## src/rtl/ddr3_pkg.sv

```systemverilog
// Shared types and constants for the DDR3 read/write arbiter.
// Command codes, arbiter states and address step per beat.
package ddr3_pkg;
  localparam logic [2:0] CMD_WR = 3'b000;
  localparam logic [2:0] CMD_RD = 3'b001;
  localparam int ADDR_STEP = 8;

  typedef enum logic [1:0] {
    IDLE,
    WR_BURST,
    RD_BURST
  } state_t;
endpackage

```

## src/rtl/ddr3_rw_arbiter_if.sv

```systemverilog
// FIFO-side and DDR3 user-port signals of the arbiter.
// master = arbiter, slave = FIFOs plus DDR3 IP.
interface ddr3_rw_arbiter_if #(
  parameter int ADDR_W = 28,
  parameter int DATA_W = 128,
  parameter int CNT_W  = 10
);
  logic [CNT_W-1:0]  wfifo_rcount;
  logic [DATA_W-1:0] wfifo_dout;
  logic              wfifo_rden;
  logic [CNT_W-1:0]  rfifo_wcount;
  logic              app_rdy;
  logic              app_wdf_rdy;
  logic              app_rd_data_valid;
  logic              app_en;
  logic              app_wdf_wren;
  logic              app_wdf_end;
  logic [2:0]        app_cmd;
  logic [ADDR_W-1:0] app_addr;
  logic [DATA_W-1:0] app_wdf_data;

  modport master (
    input  wfifo_rcount, wfifo_dout, rfifo_wcount,
    input  app_rdy, app_wdf_rdy, app_rd_data_valid,
    output wfifo_rden, app_en, app_wdf_wren, app_wdf_end,
    output app_cmd, app_addr, app_wdf_data
  );

  modport slave (
    output wfifo_rcount, wfifo_dout, rfifo_wcount,
    output app_rdy, app_wdf_rdy, app_rd_data_valid,
    input  wfifo_rden, app_en, app_wdf_wren, app_wdf_end,
    input  app_cmd, app_addr, app_wdf_data
  );
endinterface

```

## src/rtl/ddr3_addr_gen.sv

```systemverilog
// Per-direction wrapping address, deferred load and beat counter.
// Loads are only applied while the arbiter is idle.
module ddr3_addr_gen
  import ddr3_pkg::*;
#(
  parameter int ADDR_W = 28
) (
  input  logic              i_clk,
  input  logic              i_rst,
  input  logic              i_load,
  input  logic              i_idle,
  input  logic              i_start,
  input  logic              i_beat,
  input  logic [ADDR_W-1:0] i_min,
  input  logic [ADDR_W-1:0] i_max,
  input  logic [7:0]        i_len,
  output logic [ADDR_W-1:0] o_addr,
  output logic              o_last
);
  logic [ADDR_W-1:0] r_addr;
  logic [ADDR_W-1:0] w_inc;
  logic              r_pend;
  logic [7:0]        r_cnt;
  logic [7:0]        r_len;

  assign w_inc  = r_addr + ADDR_W'(ADDR_STEP);
  assign o_addr = r_addr;
  assign o_last = i_beat && (r_cnt + 8'd1 == r_len);

  // Pending load survives a burst and lands at the next idle cycle.
  always_ff @(posedge i_clk or posedge i_rst) begin
    if (i_rst) begin
      r_addr <= '0;
      r_pend <= 1'b1;
      r_cnt  <= '0;
      r_len  <= '0;
    end else if (i_idle) begin
      if (r_pend || i_load) r_addr <= i_min;
      r_pend <= 1'b0;
      if (i_start) begin
        r_cnt <= '0;
        r_len <= i_len;
      end
    end else begin
      r_pend <= r_pend | i_load;
      if (i_beat) begin
        r_addr <= (w_inc >= i_max) ? i_min : w_inc;
        r_cnt  <= r_cnt + 8'd1;
      end
    end
  end
endmodule

```

## src/rtl/ddr3_rw_arbiter.sv

```systemverilog
// Shares the DDR3 user command port between write and read bursts.
// Alternates fairly and keeps reads within read-FIFO headroom.
module ddr3_rw_arbiter
  import ddr3_pkg::*;
#(
  parameter int ADDR_W      = 28,
  parameter int DATA_W      = 128,
  parameter int CNT_W       = 10,
  parameter int RFIFO_DEPTH = 512
) (
  input  logic              ui_clk,
  input  logic              ui_clk_sync_rst,
  input  logic              init_calib_complete,
  input  logic              wr_load,
  input  logic              rd_load,
  input  logic [ADDR_W-1:0] app_addr_wr_min,
  input  logic [ADDR_W-1:0] app_addr_wr_max,
  input  logic [ADDR_W-1:0] app_addr_rd_min,
  input  logic [ADDR_W-1:0] app_addr_rd_max,
  input  logic [7:0]        wr_bust_len,
  input  logic [7:0]        rd_bust_len,
  ddr3_rw_arbiter_if.master ddr,
  output logic              busy,
  output logic              wr_done,
  output logic              rd_done
);
  localparam int NW = CNT_W + 2;
  localparam logic [CNT_W:0] ONE = 1;

  state_t            r_state, w_next;
  logic              r_last_wr;
  logic [CNT_W:0]    r_outst;
  logic [NW-1:0]     w_rd_need;
  logic              w_wr_req, w_rd_req, w_idle;
  logic              w_wr_start, w_rd_start;
  logic              w_wr_beat, w_rd_beat;
  logic              w_wr_last, w_rd_last;
  logic [ADDR_W-1:0] w_wr_addr, w_rd_addr;

  assign w_idle    = (r_state == IDLE);
  assign w_rd_need = NW'(ddr.rfifo_wcount) + NW'(r_outst)
                   + NW'(rd_bust_len);
  assign w_wr_req  = init_calib_complete && (wr_bust_len != 8'd0)
                   && (NW'(ddr.wfifo_rcount) >= NW'(wr_bust_len));
  assign w_rd_req  = init_calib_complete && (rd_bust_len != 8'd0)
                   && (w_rd_need <= NW'(RFIFO_DEPTH));
  assign w_wr_beat = (r_state == WR_BURST)
                   && ddr.app_rdy && ddr.app_wdf_rdy;
  assign w_rd_beat = (r_state == RD_BURST) && ddr.app_rdy;
  assign busy      = !w_idle;
  assign ddr.app_wdf_data = ddr.wfifo_dout;

  ddr3_addr_gen #(.ADDR_W(ADDR_W)) u_wr_gen (
    .i_clk(ui_clk), .i_rst(ui_clk_sync_rst),
    .i_load(wr_load), .i_idle(w_idle),
    .i_start(w_wr_start), .i_beat(w_wr_beat),
    .i_min(app_addr_wr_min), .i_max(app_addr_wr_max),
    .i_len(wr_bust_len),
    .o_addr(w_wr_addr), .o_last(w_wr_last)
  );

  ddr3_addr_gen #(.ADDR_W(ADDR_W)) u_rd_gen (
    .i_clk(ui_clk), .i_rst(ui_clk_sync_rst),
    .i_load(rd_load), .i_idle(w_idle),
    .i_start(w_rd_start), .i_beat(w_rd_beat),
    .i_min(app_addr_rd_min), .i_max(app_addr_rd_max),
    .i_len(rd_bust_len),
    .o_addr(w_rd_addr), .o_last(w_rd_last)
  );

  always_ff @(posedge ui_clk or posedge ui_clk_sync_rst) begin
    if (ui_clk_sync_rst) r_state <= IDLE;
    else                 r_state <= w_next;
  end

  always_comb begin
    w_next           = r_state;
    w_wr_start       = 1'b0;
    w_rd_start       = 1'b0;
    ddr.app_en       = 1'b0;
    ddr.app_wdf_wren = 1'b0;
    ddr.app_wdf_end  = 1'b0;
    ddr.wfifo_rden   = 1'b0;
    ddr.app_cmd      = CMD_WR;
    ddr.app_addr     = '0;
    wr_done          = 1'b0;
    rd_done          = 1'b0;
    unique case (r_state)
      IDLE: begin
        if (w_wr_req && (!w_rd_req || !r_last_wr)) begin
          w_wr_start = 1'b1;
          w_next     = WR_BURST;
        end else if (w_rd_req) begin
          w_rd_start = 1'b1;
          w_next     = RD_BURST;
        end
      end
      WR_BURST: begin
        ddr.app_en       = w_wr_beat;
        ddr.app_wdf_wren = w_wr_beat;
        ddr.app_wdf_end  = w_wr_beat;
        ddr.wfifo_rden   = w_wr_beat;
        ddr.app_addr     = w_wr_addr;
        wr_done          = w_wr_last;
        if (w_wr_last) w_next = IDLE;
      end
      RD_BURST: begin
        ddr.app_en   = w_rd_beat;
        ddr.app_cmd  = CMD_RD;
        ddr.app_addr = w_rd_addr;
        rd_done      = w_rd_last;
        if (w_rd_last) w_next = IDLE;
      end
      default: w_next = IDLE;
    endcase
  end

  // Outstanding reads count toward read-FIFO occupancy until returned.
  always_ff @(posedge ui_clk or posedge ui_clk_sync_rst) begin
    if (ui_clk_sync_rst) begin
      r_outst   <= '0;
      r_last_wr <= 1'b0;
    end else begin
      if (w_rd_beat && !ddr.app_rd_data_valid)
        r_outst <= r_outst + ONE;
      else if (!w_rd_beat && ddr.app_rd_data_valid && r_outst != '0)
        r_outst <= r_outst - ONE;
      if (w_wr_last)      r_last_wr <= 1'b1;
      else if (w_rd_last) r_last_wr <= 1'b0;
    end
  end
endmodule

```

## src/flat_wrapper.sv

```systemverilog
// flat-port wrapper written by rule: the top's interface ports become plain ports
module ddr3_rw_arbiter_flat import ddr3_pkg::*;
#(
  parameter int ADDR_W      = 28,
  parameter int DATA_W      = 128,
  parameter int CNT_W       = 10,
  parameter int RFIFO_DEPTH = 512
)
  (ui_clk, ui_clk_sync_rst, init_calib_complete, wr_load, rd_load, app_addr_wr_min, app_addr_wr_max, app_addr_rd_min, app_addr_rd_max, wr_bust_len, rd_bust_len, busy, wr_done, rd_done, ddr_wfifo_rcount, ddr_wfifo_dout, ddr_rfifo_wcount, ddr_app_rdy, ddr_app_wdf_rdy, ddr_app_rd_data_valid, ddr_wfifo_rden, ddr_app_en, ddr_app_wdf_wren, ddr_app_wdf_end, ddr_app_cmd, ddr_app_addr, ddr_app_wdf_data);
  ddr3_rw_arbiter_if #(.ADDR_W(ADDR_W), .DATA_W(DATA_W), .CNT_W(CNT_W)) ddr_i ();
  input  logic ui_clk;
  input  logic ui_clk_sync_rst;
  input  logic init_calib_complete;
  input  logic wr_load;
  input  logic rd_load;
  input  logic [ADDR_W-1:0] app_addr_wr_min;
  input  logic [ADDR_W-1:0] app_addr_wr_max;
  input  logic [ADDR_W-1:0] app_addr_rd_min;
  input  logic [ADDR_W-1:0] app_addr_rd_max;
  input  logic [7:0] wr_bust_len;
  input  logic [7:0] rd_bust_len;
  output logic busy;
  output logic wr_done;
  output logic rd_done;
  input wire logic [$bits(ddr_i.wfifo_rcount)-1:0] ddr_wfifo_rcount;
  input wire logic [$bits(ddr_i.wfifo_dout)-1:0] ddr_wfifo_dout;
  input wire logic [$bits(ddr_i.rfifo_wcount)-1:0] ddr_rfifo_wcount;
  input wire logic [$bits(ddr_i.app_rdy)-1:0] ddr_app_rdy;
  input wire logic [$bits(ddr_i.app_wdf_rdy)-1:0] ddr_app_wdf_rdy;
  input wire logic [$bits(ddr_i.app_rd_data_valid)-1:0] ddr_app_rd_data_valid;
  output wire logic [$bits(ddr_i.wfifo_rden)-1:0] ddr_wfifo_rden;
  output wire logic [$bits(ddr_i.app_en)-1:0] ddr_app_en;
  output wire logic [$bits(ddr_i.app_wdf_wren)-1:0] ddr_app_wdf_wren;
  output wire logic [$bits(ddr_i.app_wdf_end)-1:0] ddr_app_wdf_end;
  output wire logic [$bits(ddr_i.app_cmd)-1:0] ddr_app_cmd;
  output wire logic [$bits(ddr_i.app_addr)-1:0] ddr_app_addr;
  output wire logic [$bits(ddr_i.app_wdf_data)-1:0] ddr_app_wdf_data;
  assign ddr_i.wfifo_rcount = ddr_wfifo_rcount;
  assign ddr_i.wfifo_dout = ddr_wfifo_dout;
  assign ddr_i.rfifo_wcount = ddr_rfifo_wcount;
  assign ddr_i.app_rdy = ddr_app_rdy;
  assign ddr_i.app_wdf_rdy = ddr_app_wdf_rdy;
  assign ddr_i.app_rd_data_valid = ddr_app_rd_data_valid;
  assign ddr_wfifo_rden = ddr_i.wfifo_rden;
  assign ddr_app_en = ddr_i.app_en;
  assign ddr_app_wdf_wren = ddr_i.app_wdf_wren;
  assign ddr_app_wdf_end = ddr_i.app_wdf_end;
  assign ddr_app_cmd = ddr_i.app_cmd;
  assign ddr_app_addr = ddr_i.app_addr;
  assign ddr_app_wdf_data = ddr_i.app_wdf_data;
  ddr3_rw_arbiter #(.ADDR_W(ADDR_W), .DATA_W(DATA_W), .CNT_W(CNT_W), .RFIFO_DEPTH(RFIFO_DEPTH)) u_core (.ui_clk(ui_clk), .ui_clk_sync_rst(ui_clk_sync_rst), .init_calib_complete(init_calib_complete), .wr_load(wr_load), .rd_load(rd_load), .app_addr_wr_min(app_addr_wr_min), .app_addr_wr_max(app_addr_wr_max), .app_addr_rd_min(app_addr_rd_min), .app_addr_rd_max(app_addr_rd_max), .wr_bust_len(wr_bust_len), .rd_bust_len(rd_bust_len), .ddr(ddr_i), .busy(busy), .wr_done(wr_done), .rd_done(rd_done));
endmodule
```

## config.mk

```make
export PLATFORM = sky130hd
export DESIGN_NAME = ddr3_rw_arbiter_flat
export DESIGN_NICKNAME = d
export VERILOG_FILES = /design/src/rtl/ddr3_pkg.sv /design/src/rtl/ddr3_rw_arbiter_if.sv /design/src/rtl/ddr3_addr_gen.sv /design/src/rtl/ddr3_rw_arbiter.sv /design/src/flat_wrapper.sv
export SDC_FILE = /design/constraint.sdc
export NUM_CORES = 1
export LEC_CHECK = 0
export ABC_AREA = 1
export BUFFER_PORTS_ARGS = -buffer_cell sky130_fd_sc_hd__buf_2
export CORE_AREA = 2 2 176 178
export DETAILED_ROUTE_END_ITERATION = 7
export DIE_AREA = 0 0 178 180
export PLACE_DENSITY = 0.65
export SETUP_SLACK_MARGIN = 0.3
export SLEW_MARGIN = 20
export SYNTH_ARGS = -nofsm -noshare
export SYNTH_HDL_FRONTEND = slang
export SYNTH_HIERARCHICAL = 1
export SYNTH_SLANG_ARGS = --single-unit
```

## constraint.sdc

```tcl
create_clock -name ui_clk -period 8.55 [get_ports ui_clk]
set_input_delay 1.2825 -clock ui_clk [delete_from_list [all_inputs] [get_ports ui_clk]]
set_output_delay 1.2825 -clock ui_clk [all_outputs]
set_load 0.01 [all_outputs]
```

==> results.md, run 1 <==
- Fin crit period: 4.45 ns
- Routed len/inst: 14.2 um
- IO Count: 450
- Final Cycle Share: 0.521
- Clock sinks: 104
- Fin util: 0.399
- Power density over the cells: 311 nW/um^2
- Syn Inst Count: 1793
- Routed via count: 11055
- Crit path launch: rd_bust_len[1]
- End of the critical path: u_core/u_wr_gen/r_cnt[5]
- Status: completed
- Drt initial violations: 669
- Initial DRT Pass Iterations: 5
- Gate power share: 0.607
- Placement Rows: 64
- Maximum number of pins on one net before global-route repair: 46
- Die area: 32000 um^2
- Clock power frac: 0.113
- Width of the die: 178 um
- Vias per cell: 4.95
- Post-synth EDFFs: 0
- Nets@finish: 2218
- Crit. End Element: flop
- Crit path required time: 8.82 ns
- Fraction of registers with async set/reset: 1.00
- Worst Skew: 0.0138 ns
- Max Transition Viols Final: 0
- Inserted Diodes: 0
- Clock slew at reported path FFs: 0.07 ns
- Initial core utilization: 0.380
- Worst-Skew Late Latency: 0.36 ns
- Post-synth top area cell: dfrtp_1
- Worst slew pin tran: 0.924 ns
- Yosys reg bits: 104
- Final hold slack: 0.480 ns
- Max cap viols: 0
- Clk root buf: clkbuf_16
- Crit path max fanout: 9
- Fraction of layout cells with a size suffix above 1: 0.147
- Synth cell types: 44
- Core ar.: 30200 um^2
- GRT Total Usage: 0.198
- First-pass GRT wire length: 51.6 mm
- Worst R2R Start: u_core/u_wr_gen/o_addr[3]
- Path type of the worst setup path: primary input to flop
- Worst Setup Start Kind: primary input
- Hold WC Path Type: flop to flop
- # DRC: 0
- H-tree depth: 3
- Pleak: 6.86 nW
- Post-DP HPWL: 25.6 mm
- P&R area growth vs syn: 5.12%
- CTS tree: built
- Largest cells by area after synthesis: dfrtp_1 22%, nand2_1 19%, ha_1 10%
- Port bufs: 191
- R2R setup slack: 4.53 ns
- Initial antenna violation count: 2
- Most frequent cell after synthesis: nand2_1
- Final hold vios: 0
- Setup TNS Final: 0 ns
- FF-to-FF End: u_core/u_wr_gen/o_addr[9]
- Max VDD drop: 0.191 mV
- TritonCTS buffer count: 9
- Hold path cells: 2
- RSZ-0062 raised after global routing: false
- Worst R2R Path Depth: 19
- Total Wirelength: 31.8 mm
- Post-synth top cells: 572 x nand2_1, 301 x inv_1, 132 x buf_4
- Int Pwr: 1.77 mW
- Post-cts sizing count: 0
- Sequential area share after synthesis: 0.227
- Hold Buf Count CTS: 0
- Die extent in y: 180 um
- Cell area after synthesis: 11500 um^2
- Final Wtd Congestion: 0.910
- Area fraction of the dominant cell type after synthesis: 0.223
- Avg Inst Size Synth: 6.40 um^2
- Vias in the first global route: 10616
- Yosys warns: 6
- Data arrival time of the critical path: 4.72 ns
- Flop pwr share: 0.280
- Worst slew margin: 0.383
- Post-synth top flop: dfrtp_1
- Setup Viol. Count Final: 0
- Net Switching: 1.98 mW
- Post-CTS Setup Bufs: 0
- Clock buffer depth: 2
- Switch share: 0.528
- Grt ovf: 0
- Maximum clock rate: 225 MHz
- Antenna-violating nets left: 0
[cell type report]
| class | instances | area, um^2 |
|---|---|---|
| Multi-Input combinational cell | 1215 | 6530 |
| Clock inverter | 5 | 57.6 |
| Clock buffer | 10 | 239 |
| Fill cell | 3263 | 18100 |
| Inverter | 309 | 1160 |
| Sequential cell | 104 | 2610 |
| Tap cell | 396 | 495 |
| Timing Repair Buffer | 193 | 971 |
[logic make-up after synthesis]
logic type / count (synthesis) / synth area share
simple gates: 939 / 0.353
flops: 104 / 0.227
fa+ha+maj: 102 / 0.118
other cells: 1 / 0.000327
buf+inv: 475 / 0.204
xor+xnor: 49 / 0.0374
compound gates: 123 / 0.0596
[metal layers]
layer / global-route usage / wire length [um]
met5: 0 / 30
met2: 0.341 / 15200
met1: 0.257 / 14100
met3: 0.0334 / 1990
met4: 0.0433 / 482
[worst min-delay path by stage]
stage / from / to / slack [ns]
finish: u_core/u_wr_gen/r_pend / u_core/u_wr_gen/r_pend / 0.48
global route: u_core/u_wr_gen/r_pend / u_core/u_wr_gen/r_pend / 0.51
detailed placement: u_core/u_wr_gen/r_pend / u_core/u_wr_gen/r_pend / 0.47
floorplan: u_core/u_rd_gen/r_pend / u_core/u_rd_gen/r_pend / 0.46
CTS: u_core/u_wr_gen/r_pend / u_core/u_wr_gen/r_pend / 0.48
global placement: u_core/u_wr_gen/r_pend / u_core/u_wr_gen/r_pend / 0.47
[power by group through the flow]
stage / Sequential [mW] / Combinational [mW] / Clock, mW
3_5_place_dp: 1.05 / 2.26 / 0
2_1_floorplan: 0.926 / 1.86 / 0
4_1_cts: 1.05 / 2.27 / 0.438
5_1_grt: 1.08 / 2.63 / 0.457
6_report: 1.05 / 2.28 / 0.426
3_3_place_gp: 1.05 / 2.21 / 0
[worst max-delay path, stage by stage]
cell,delay (ns)
buf_2,0.12
fa_1,0.54
ha_1,0.23
inv_1,0.07
fa_1,0.41
inv_1,0.09
nand2_1,0.05
nand2_1,0.09
nand2_1,0.06
nand2_1,0.06
nand3_1,0.07
nor2_1,0.11
nand3_1,0.11
nand2_1,0.09
nand3_1,0.07
nand3_1,0.10
inv_1,0.05
nand2_1,0.22
clkinv_1,0.29
nor2_1,0.29
inv_1,0.15
o22ai_1,0.17
[registers in the layout, summed over array words and instances (netlist names)]
name / count
u_core/u_wr_gen/o_addr: 28
u_core/u_rd_gen/r_cnt: 8
u_core/r_last_wr: 1
u_core/u_wr_gen/r_len: 8
u_core/r_state: 2
u_core/u_rd_gen/r_len: 8
u_core/u_wr_gen/r_cnt: 8
u_core/u_wr_gen/r_pend: 1
u_core/r_outst: 11
u_core/u_rd_gen/o_addr: 28
u_core/u_rd_gen/r_pend: 1
[metrics by stage]
step / total power [mW] / instance area, um^2 / cells / worst slack [ns]
6_report: 3.75 / 12100 / 2232 / 4.10
5_1_grt: 4.17 / 12100 / 2232 / 3.68
3_5_place_dp: 3.32 / 11800 / 2217 / 3.71
2_1_floorplan: 2.79 / 11500 / 1794 / 4.37
3_3_place_gp: 3.26 / 11800 / 2217 / 3.84
4_1_cts: 3.76 / 12100 / 2232 / 3.75
[layout by cell type (no fill, tap or decap), types with 3 or more instances in the layout]
cell	instances
nor2_4	4
nand3_1	117
ha_1	91
inv_2	5
xnor2_1	17
dfrtp_1	102
o22ai_1	12
nand3b_1	3
inv_1	299
o21bai_1	4
nand2_2	32
a31oi_1	4
nor2_2	7
clkinv_1	4
nand4_1	63
buf_2	191
o21a_1	3
nor4_1	4
o21ai_0	21
xor2_1	32
clkbuf_16	9
a21o_1	3
nor3_1	7
nor2_1	119
clkinv_2	3
nand2_1	572
or2_2	5
fa_1	10
o21ai_1	9
a21oi_1	60
Note: power is estimated with default switching activity, not from simulation.
==> run 2, diff against run 1 <==
--- a/config.mk
+++ b/config.mk
@@ -10,7 +10,7 @@
 export CORE_AREA = 2 2 176 178
 export DETAILED_ROUTE_END_ITERATION = 7
 export DIE_AREA = 0 0 178 180
-export PLACE_DENSITY = 0.65
+export PLACE_DENSITY = 0.68
 export SETUP_SLACK_MARGIN = 0.3
 export SLEW_MARGIN = 20
 export SYNTH_ARGS = -nofsm -noshare
==> constraint.sdc (replaced) <==
create_clock -name ui_clk -period 3.87 [get_ports ui_clk]
set_input_delay 0.5805 -clock ui_clk [delete_from_list [all_inputs] [get_ports ui_clk]]
set_output_delay 0.5805 -clock ui_clk [all_outputs]
set_load 0.01 [all_outputs]
==> results.md, run 2 (same netlist as run 1, synthesis figures left out) <==
- Vias in the first global route: 10642 (+0.24%)
- H-tree depth: 3 (unchanged)
- Vias per cell: 4.91 (-0.91%)
- Maximum clock rate: 307 MHz
- Most common cell after layout, fill and taps aside: nand2_1
- Initial antenna violation count: 1 (-1)
- # DRC: 0 (unchanged)
- Crit. End Element: flop
- Nets@finish: 2242 (+1.1%)
- Clk root buf: clkbuf_16
- Grt ovf: 0 (unchanged)
- Crit path top cell by count: nand2_1
- Worst Skew: 0.0133 ns (-0.000450 ns)
- Worst-path cell chain: fa_1, ha_2, inv_1, fa_1, inv_1, nand2_1, nand2_1, nand2_1, nand2_1, nand3_1, nor2_1, nand3_1, nand2_1, nand3_1, nand3_1, inv_1, nand2_1, clkinv_1, nor2_4, inv_1, o22ai_1
- Setup TNS Final: 0 ns (unchanged)
- Width of the die: 178 um (unchanged)
- CTS tree: built
- Drt initial violations: 761 (+14%)
- Worst slack at placement: 0.126 ns (-3.58 ns)
- Placement Rows: 64 (unchanged)
- Pleak: 6.98 nW (+1.7%)
- Status: completed
- TritonCTS buffer count: 9 (unchanged)
- Data arrival time of the critical path: 3.54 ns (-1.18 ns)
- DP Area: 12000 um^2 (+1.7%)
- Routed via count: 11082 (+0.24%)
- Max Transition Viols Final: 0 (unchanged)
- Delay of the slowest cell on the worst path: 0.49 ns (-0.05 ns)
- Clock slew at reported path FFs: 0.08 ns (about the same)
- Placed Instances: 2240 (+1.0%)
- Max cap viols: 0 (unchanged)
- Port bufs: 191 (unchanged)
- Post-DP HPWL: 26.2 mm (+2.7%)
- Post-route cell area: 12300 um^2 (+1.8%)
- Most frequent cells in the layout: 572 x nand2_1, 298 x inv_1, 191 x buf_2
- GRT Total Usage: 0.201 (+0.00285)
- Worst Setup Start Kind: flop
- Die area: 32000 um^2 (unchanged)
- Maximum number of pins on one net before global-route repair: 46 (unchanged)
- Power density over the cells: 690 nW/um^2 (+120%)
- Worst slew pin tran: 0.996 ns (+0.0716 ns)
- Setup Viol. Count Final: 0 (unchanged)
- Clock sinks: 104 (unchanged)
- Worst path bufs/invs: 5 (-1)
- Final hold vios: 0 (unchanged)
- Max VDD drop: 0.423 mV (+120%)
- IO Count: 450 (unchanged)
- P&R area growth vs syn: 7.03%
- Crit path required time: 4.15 ns (-4.67 ns)
- Hold WC Path Type: primary input to asynchronous set/reset pin
- Path type of the worst setup path: flop to flop
- Worst-Skew Late Latency: 0.36 ns (about the same)
- Routed len/inst: 14.3 um (+0.26%)
- First-pass GRT wire length: 52.3 mm (+1.4%)
- Initial core utilization: 0.380 (unchanged)
- Clock buffer depth: 2 (unchanged)
- Slowest library cell on the worst path: fa_1
- CP delay by family, top: adder cells
- RSZ-0062 raised after global routing: false
- Crit path max fanout: 5 (-4)
- Initial DRT Pass Iterations: 6 (+1)
- Fin util: 0.407 (+0.00725)
- Worst slew margin: 0.336 (-0.0478)
- Die extent in y: 180 um (unchanged)
- Final Wtd Congestion: 0.899 (-1.3%)
- Core ar.: 30200 um^2 (unchanged)
- Antenna-violating nets left: 0 (unchanged)
- Final Cycle Share: 0.842
- Setup slack after layout: 0.612 ns (-3.49 ns)
- Total Wirelength: 32.2 mm (+1.4%)
- Non-Filler Instances: 2258 (+1.2%)
- Fin crit period: 3.26 ns
- Fraction of layout cells with a size suffix above 1: 0.162 (+0.0147)
## run 2: repair_timing
| action | 4_1_cts | 5_1_grt |
|---|---|---|
| setup buffers | 0 | 1 |
| gates resized for setup | 0 | 11 |
| hold buffers | 0 | 0 |
| endpoints found under the setup margin | 0 | 52 |
## run 2: final timing paths
path                                        start                         to  slack (ns)  cells after the start
hold / removal                    ui_clk_sync_rst          u_core/r_outst[1]        0.36                      2
setup / recovery                u_core/r_outst[1]   u_core/u_wr_gen/r_cnt[6]        0.61                     21
setup reg to reg                u_core/r_outst[1]   u_core/u_wr_gen/r_cnt[6]        0.61                     21
hold reg to reg            u_core/u_wr_gen/r_pend     u_core/u_wr_gen/r_pend        0.48                      2
max in group asynchronous         ui_clk_sync_rst  u_core/u_wr_gen/o_addr[3]        2.95                      2
min in group ui_clk                rd_bust_len[0]   u_core/u_rd_gen/r_len[0]        0.46                      3
## run 2: per-stage QoR
step	total power, mW	hold WS [ns]
after floorplan	6.16	0.457
after global placement	7.38	0.467
after detailed placement	7.52	0.473
after CTS	8.47	0.364
after global routing	9.41	0.412
final	8.47	0.358
## run 2: power breakdown
group,switching (mW),internal (mW),total [mW]
clock network,0.452,0.448,0.900
registers,0.704,1.58,2.29
logic,3.30,1.99,5.29
total,4.46,4.02,8.47
## run 2: cell type report
type	count	area, um^2
clock inverters	6	53.8
well taps	396	495
multi-input cells	1215	6550
repair buffers	217	1180
diodes	1	2.50
clock buffers	10	229
flip-flops and latches	104	2610
fillers	3294	17900
inverters	309	1160
## run 2: metal layers
metal,share of wire,track usage,up-vias
met5,0,0,-
met3,0.062,0.0391,48
met1,0.44,0.255,5059
met2,0.47,0.342,389
li1,-,-,5586
met4,0.026,0.0607,0
